**src/rtl/dport_axi.sv**
```systemverilog
// CPU data-port to single-beat AXI4 master bridge. Build option DPORT_AXI_POSTED_WR_EN
// acknowledges writes once AW and W have handshaken, then drains B without reporting it.
module dport_axi #(
    parameter logic [3:0] AXI_ID = 4'd0
) (
    input  logic        clk_i,
    input  logic        rst_i,
    input  logic [31:0] mem_d_addr_i,
    input  logic [31:0] mem_d_data_wr_i,
    input  logic        mem_d_rd_i,
    input  logic [3:0]  mem_d_wr_i,
    input  logic        mem_d_cacheable_i,
    input  logic [10:0] mem_d_req_tag_i,
    input  logic        mem_d_invalidate_i,
    input  logic        mem_d_writeback_i,
    input  logic        mem_d_flush_i,
    output logic [31:0] mem_d_data_rd_o,
    output logic        mem_d_accept_o,
    output logic        mem_d_ack_o,
    output logic        mem_d_error_o,
    output logic [10:0] mem_d_resp_tag_o,
    output logic        axi_awvalid_o,
    output logic [31:0] axi_awaddr_o,
    output logic [3:0]  axi_awid_o,
    output logic [7:0]  axi_awlen_o,
    output logic [1:0]  axi_awburst_o,
    input  logic        axi_awready_i,
    output logic        axi_wvalid_o,
    output logic [31:0] axi_wdata_o,
    output logic [3:0]  axi_wstrb_o,
    output logic        axi_wlast_o,
    input  logic        axi_wready_i,
    input  logic        axi_bvalid_i,
    input  logic [1:0]  axi_bresp_i,
    input  logic [3:0]  axi_bid_i,
    output logic        axi_bready_o,
    output logic        axi_arvalid_o,
    output logic [31:0] axi_araddr_o,
    output logic [3:0]  axi_arid_o,
    output logic [7:0]  axi_arlen_o,
    output logic [1:0]  axi_arburst_o,
    input  logic        axi_arready_i,
    input  logic        axi_rvalid_i,
    input  logic [31:0] axi_rdata_i,
    input  logic [1:0]  axi_rresp_i,
    input  logic [3:0]  axi_rid_i,
    input  logic        axi_rlast_i,
    output logic        axi_rready_o
);

    typedef enum logic [2:0] {
        IDLE    = 3'd0,
        RD_REQ  = 3'd1,
        RD_RESP = 3'd2,
        WR_REQ  = 3'd3,
        WR_RESP = 3'd4,
        MAINT   = 3'd5
    } state_t;

    state_t      r_state;
    state_t      w_next;
    logic        r_awvalid;
    logic        r_wvalid;
    logic [31:0] r_addr;
    logic [31:0] r_wdata;
    logic [3:0]  r_strb;
    logic [10:0] r_tag;
    logic [31:0] r_rdata;
    logic        r_ack;
    logic        r_error;

    logic        w_req;
    logic        w_take;
    logic        w_aw_done;
    logic        w_w_done;
    logic        w_accept;
    logic        w_arvalid;
    logic        w_rready;
    logic        w_bready;
    logic        w_unused;

    assign w_req     = mem_d_rd_i | (|mem_d_wr_i) | mem_d_flush_i |
                       mem_d_invalidate_i | mem_d_writeback_i;
    assign w_take    = (r_state == IDLE) && w_req;
    assign w_aw_done = !r_awvalid || axi_awready_i;
    assign w_w_done  = !r_wvalid || axi_wready_i;
    assign w_unused  = ^{mem_d_cacheable_i, axi_bid_i, axi_rid_i, axi_rlast_i,
                         axi_bresp_i, r_addr[1:0]};

    always_ff @(posedge clk_i or negedge rst_i) begin
        if (!rst_i) begin
            r_state <= IDLE;
        end else begin
            r_state <= w_next;
        end
    end

    always_comb begin
        w_next    = r_state;
        w_accept  = 1'b0;
        w_arvalid = 1'b0;
        w_rready  = 1'b0;
        w_bready  = 1'b0;
        case (r_state)
            IDLE: begin
                w_accept = 1'b1;
                if (w_req) begin
                    if (|mem_d_wr_i)     w_next = WR_REQ;
                    else if (mem_d_rd_i) w_next = RD_REQ;
                    else                 w_next = MAINT;
                end
            end
            RD_REQ: begin
                w_arvalid = 1'b1;
                if (axi_arready_i) w_next = RD_RESP;
            end
            RD_RESP: begin
                w_rready = 1'b1;
                if (axi_rvalid_i) w_next = IDLE;
            end
            WR_REQ: begin
                if (w_aw_done && w_w_done) w_next = WR_RESP;
            end
            WR_RESP: begin
                w_bready = 1'b1;
                if (axi_bvalid_i) w_next = IDLE;
            end
            MAINT: begin
                w_next = IDLE;
            end
            default: begin
                w_next = IDLE;
            end
        endcase
    end

    // AW and W valids are tracked separately so each can retire on its own handshake
    always_ff @(posedge clk_i or negedge rst_i) begin
        if (!rst_i) begin
            r_awvalid <= 1'b0;
            r_wvalid  <= 1'b0;
        end else if (w_take && (|mem_d_wr_i)) begin
            r_awvalid <= 1'b1;
            r_wvalid  <= 1'b1;
        end else if (r_state == WR_REQ) begin
            if (axi_awready_i) r_awvalid <= 1'b0;
            if (axi_wready_i)  r_wvalid  <= 1'b0;
        end
    end

    always_ff @(posedge clk_i) begin
        if (w_take) begin
            r_addr  <= mem_d_addr_i;
            r_wdata <= mem_d_data_wr_i;
            r_strb  <= mem_d_wr_i;
        end
    end

    always_ff @(posedge clk_i or negedge rst_i) begin
        if (!rst_i) begin
            r_tag   <= 11'd0;
            r_rdata <= 32'd0;
            r_ack   <= 1'b0;
            r_error <= 1'b0;
        end else begin
            r_ack <= 1'b0;
            if (w_take) begin
                r_tag <= mem_d_req_tag_i;
                if (!(|mem_d_wr_i) && !mem_d_rd_i) begin
                    r_ack   <= 1'b1;
                    r_error <= 1'b0;
                end
            end
            if ((r_state == RD_RESP) && axi_rvalid_i) begin
                r_ack   <= 1'b1;
                r_error <= (axi_rresp_i != 2'b00);
                r_rdata <= axi_rdata_i;
            end
`ifdef DPORT_AXI_POSTED_WR_EN
            if ((r_state == WR_REQ) && w_aw_done && w_w_done) begin
                r_ack   <= 1'b1;
                r_error <= 1'b0;
            end
`else
            if ((r_state == WR_RESP) && axi_bvalid_i) begin
                r_ack   <= 1'b1;
                r_error <= (axi_bresp_i != 2'b00);
            end
`endif
        end
    end

    assign mem_d_accept_o   = w_accept;
    assign mem_d_ack_o      = r_ack;
    assign mem_d_error_o    = r_error;
    assign mem_d_resp_tag_o = r_tag;
    assign mem_d_data_rd_o  = r_rdata;

    assign axi_awvalid_o  = r_awvalid;
    assign axi_awaddr_o   = {r_addr[31:2], 2'b00};
    assign axi_awid_o     = AXI_ID;
    assign axi_awlen_o    = 8'd0;
    assign axi_awburst_o  = 2'b01;
    assign axi_wvalid_o   = r_wvalid;
    assign axi_wdata_o    = r_wdata;
    assign axi_wstrb_o    = r_strb;
    assign axi_wlast_o    = 1'b1;
    assign axi_bready_o   = w_bready;
    assign axi_arvalid_o  = w_arvalid;
    assign axi_araddr_o   = {r_addr[31:2], 2'b00};
    assign axi_arid_o     = AXI_ID;
    assign axi_arlen_o    = 8'd0;
    assign axi_arburst_o  = 2'b01;
    assign axi_rready_o   = w_rready;

endmodule

```
**config.mk**
```make
export PLATFORM = sky130hd
export DESIGN_NAME = dport_axi
export DESIGN_NICKNAME = d
export VERILOG_FILES = /design/src/rtl/dport_axi.sv
export SDC_FILE = /design/constraint.sdc
export NUM_CORES = 1
export LEC_CHECK = 0
export ABC_AREA = 1
export BUFFER_PORTS_ARGS = -buffer_cell sky130_fd_sc_hd__clkbuf_2
export CAP_MARGIN = 20
export CORE_AREA = 5 5 131 133
export DETAILED_ROUTE_END_ITERATION = 16
export DIE_AREA = 0 0 136 138
export PLACE_DENSITY_LB_ADDON = 0.15
export SLEW_MARGIN = 40
export SYNTH_ARGS = -nofsm -noshare
export SYNTH_HDL_FRONTEND = slang
export SYNTH_SLANG_ARGS = --single-unit
```
**constraint.sdc**
```tcl
create_clock -name clk_i -period 5.73 [get_ports clk_i]
set_input_delay 0.2865 -clock clk_i [delete_from_list [all_inputs] [get_ports clk_i]]
set_output_delay 0.2865 -clock clk_i [all_outputs]
set_load 0.02 [all_outputs]
```
==> impl_metrics.py <==
metrics = {
    "status": {
        "status": "completed",
    },
    "worst_setup_path": {
        "path_cells": "nor3_4, o21ai_2, inv_2, buf_6",
        "max_stage_delay_ps": 510,
        "start_kind": "flip-flop",
        "cp-end-kind": "flip-flop",
        "worst-setup-path-type": "flip-flop to flip-flop",
        "required_ps": 5770,
        "worstPathMaxFanout": 67,
        "crit_slowest_cell": "buf_6",
        "arrival_ps": 2240,
    },
    "clock_network": {
        "clkTransAtPathRegs_ps": 60,
        "clockBufferDepth": 2,
        "cts_setup_buffers": 0,
        "clkLatencyLatePin_ps": 410,
        "cts.sinks": 116,
        "cts_htree_levels": 4,
        "cts_root_buf": "clkbuf_16",
        "numCtsBuffers": 17,
        "cts_tree": "built",
    },
    "grt": {
        "first_global_vias": 3437,
        "grt_max_degree": 68,
        "antenna_found_initial": 0,
        "grt_use_met1_pct": 13.12,
        "grt_usage_pct": 12.76,
        "grt-busiest-layer": "met2",
        "grt.met3_usage_pct": 7.511,
        "grt_pass1_wl_um": 18620,
        "grt_overflow": 0,
        "use_met2_pct": 21.56,
    },
    "timing": {
        "rsz0062_at_grt": "no",
        "tightest_slew_ps": 783.4,
        "fin_setup_tns_ps": 0,
        "hold_ws_ps": 50.09,
        "finalCriticalPeriod_ps": 2201,
        "setup_violations": 0,
        "maxSlewHeadroom_pct": 47.77,
        "fin_crit_sh_pct": 38.41,
        "hold_viol_final": 0,
        "timing.fmax_ghz": 0.4544,
        "final.setup_skew_ps": 7.457,
        "slew_viol_final": 0,
    },
    "detailed_routing": {
        "drt_iter0_markers": 66,
        "route.vias.total": 3460,
        "wire_per_inst_um": 14.24,
        "viasPerCell": 3.991,
        "drt_first_pass_iters": 4,
        "drc": 0,
        "wirelength_um": 12350,
        "antenna_left": 0,
    },
    "final_layout": {
        "nFillCells": 1561,
        "layout_common_cells": "270 x clkbuf_2, 122 x nand2_1, 66 x edfxtp_1, 50 x dfrtp_1, 40 x nand3_1",
        "n_antenna_cell": 0,
        "final_common_cell": "clkbuf_2",
        "final_nets": 774,
        "area_growth_pct": 39.08,
        "drive_above_1_share_pct": 47.77,
    },
    "die": {
        "design.die.area_mm2": 0.01877,
        "pin_count": 316,
        "core.rowCount": 46,
        "die_w_um": 136,
        "core_mm2": 0.01571,
        "die_height_um": 138,
        "start_util_pct": 29.50,
    },
    "synth": {
        "ys_ff_latch": 116,
        "postSynthCellCount": 390,
        "synth_area_per_cell_um2": 11.89,
        "netlist_area_mm2": 0.004636,
        "ys_seq_area_share_pct": 69.74,
        "yosysUniqueCellTypes": 18,
        "ys_warn_count": 0,
    },
    "power_and_ir_drop": {
        "max-vdd-ir-drop_mv": 0.2077,
        "p_leak_nw": 3.351,
        "cellPowerDensity_mw_per_mm2": 619.2,
    },
    "min_path": {
        "hp-class": "input port to flip-flop",
    },
    "placement": {
        "hpwl_um": 9503,
        "routabilityCongestion": 0.7855,
        "io_buffers": 270,
    },
    "job": {
        "maxCapViolations": 0,
    },
}
[worst paths after layout]
kind	slack (ps)	cells after the start	from	to
min in group asynchronous	520	3	rst_i	mem_d_data_rd_o[4]
max in group asynchronous	4770	3	rst_i	mem_d_resp_tag_o[1]
hold reg to reg	470	2	mem_d_data_rd_o[19]	mem_d_data_rd_o[19]
setup reg to reg	3530	4	r_state[0]	r_addr[27]
hold / removal	50	1	mem_d_data_wr_i[9]	axi_wdata_o[9]
setup / recovery	3530	4	r_state[0]	r_addr[27]
[cells in the mapped netlist]
cell | instances | share of area (%)
buf_2 | 2 | 0.22
buf_4 | 67 | 11
buf_6 | 3 | 0.73
clkbuf_1 | 4 | 0.32
conb_1 | 2 | 0.16
dfrtp_1 | 50 | 27
edfxtp_1 | 66 | 43
inv_1 | 10 | 0.81
inv_2 | 2 | 0.16
nand2_1 | 122 | 9.9
nand2_4 | 1 | 0.24
nand3_1 | 40 | 4.3
nand3b_1 | 1 | 0.16
nand4_1 | 2 | 0.27
nor2_1 | 14 | 1.1
nor3_1 | 1 | 0.11
nor3_4 | 2 | 0.70
o21ai_2 | 1 | 0.19
[layout make-up]
type                            instances  area, um^2  area share (%)
Sequential cell                       116        3233           50.15
Tap cell                              216       270.3           4.192
Clock buffer                           17       425.4           6.598
Clock inverter                         15       173.9           2.697
Inverter                               12       45.04          0.6986
Multi-Input combinational cell        217       912.1           14.15
Timing Repair Buffer                  274        1388           21.52
[sequential cells by signal, indices dropped and copies added, names as in the netlist]
name	flops
axi_awvalid_o	1
axi_wdata_o	32
axi_wstrb_o	4
axi_wvalid_o	1
mem_d_ack_o	1
mem_d_data_rd_o	32
mem_d_error_o	1
mem_d_resp_tag_o	11
r_addr	30
r_state	3
[worst max-delay path: cells and delay by family, from the launching register on]
kind            cells  cell delay, ps
simple gates        1             300
compound gates      1             250
buf+inv             2             750
flops               1             480
[per-layer routing]
| metal | part of all wire (%) | routed length [um] | up-vias |
|---|---|---|---|
| met1 | 36 | 4384 | 1568 |
| met3 | 14 | 1753 | 11 |
| li1 | - | - | 1683 |
| met2 | 49 | 6063 | 198 |
| met5 | 0 | 0 | - |
| met4 | 1.2 | 146 | 0 |
[repair_timing]
item                                   CTS  global route
setup endpoints to repair                0             0
resized for setup                        0             0
hold buffers                             1             0
endpoints found under the hold margin    8             0
[where the power goes]
group / internal (mW) / total [mW] / switching (mW)
sequential: 1.29 / 1.45 / 0.164
combinational: 0.412 / 1.48 / 1.07
clock: 0.652 / 1.06 / 0.406
[logic make-up after synthesis]
kind of cell	count (synthesis)	synth area share, %
AO/OA/AOI/OAI	1	0.1890
other	2	0.1620
buffers and inverters	88	13.09
AND/OR/NAND/NOR	183	16.81
flip-flops	116	69.74
[stage by stage]
stage	instances	util, %	power [mW]	instance area [um^2]	worst slack [ps]
4_1_cts	867	41.01	4.069	6444	3281
3_3_place_gp	834	37.13	2.971	5834	3305
5_1_grt	867	41.03	4.236	6447	3319
3_5_place_dp	834	37.13	2.985	5834	3301
2_1_floorplan	421	-	2.523	4752	3724
6_report	867	41.03	3.992	6447	3529
(Power assumes the default switching activity.)
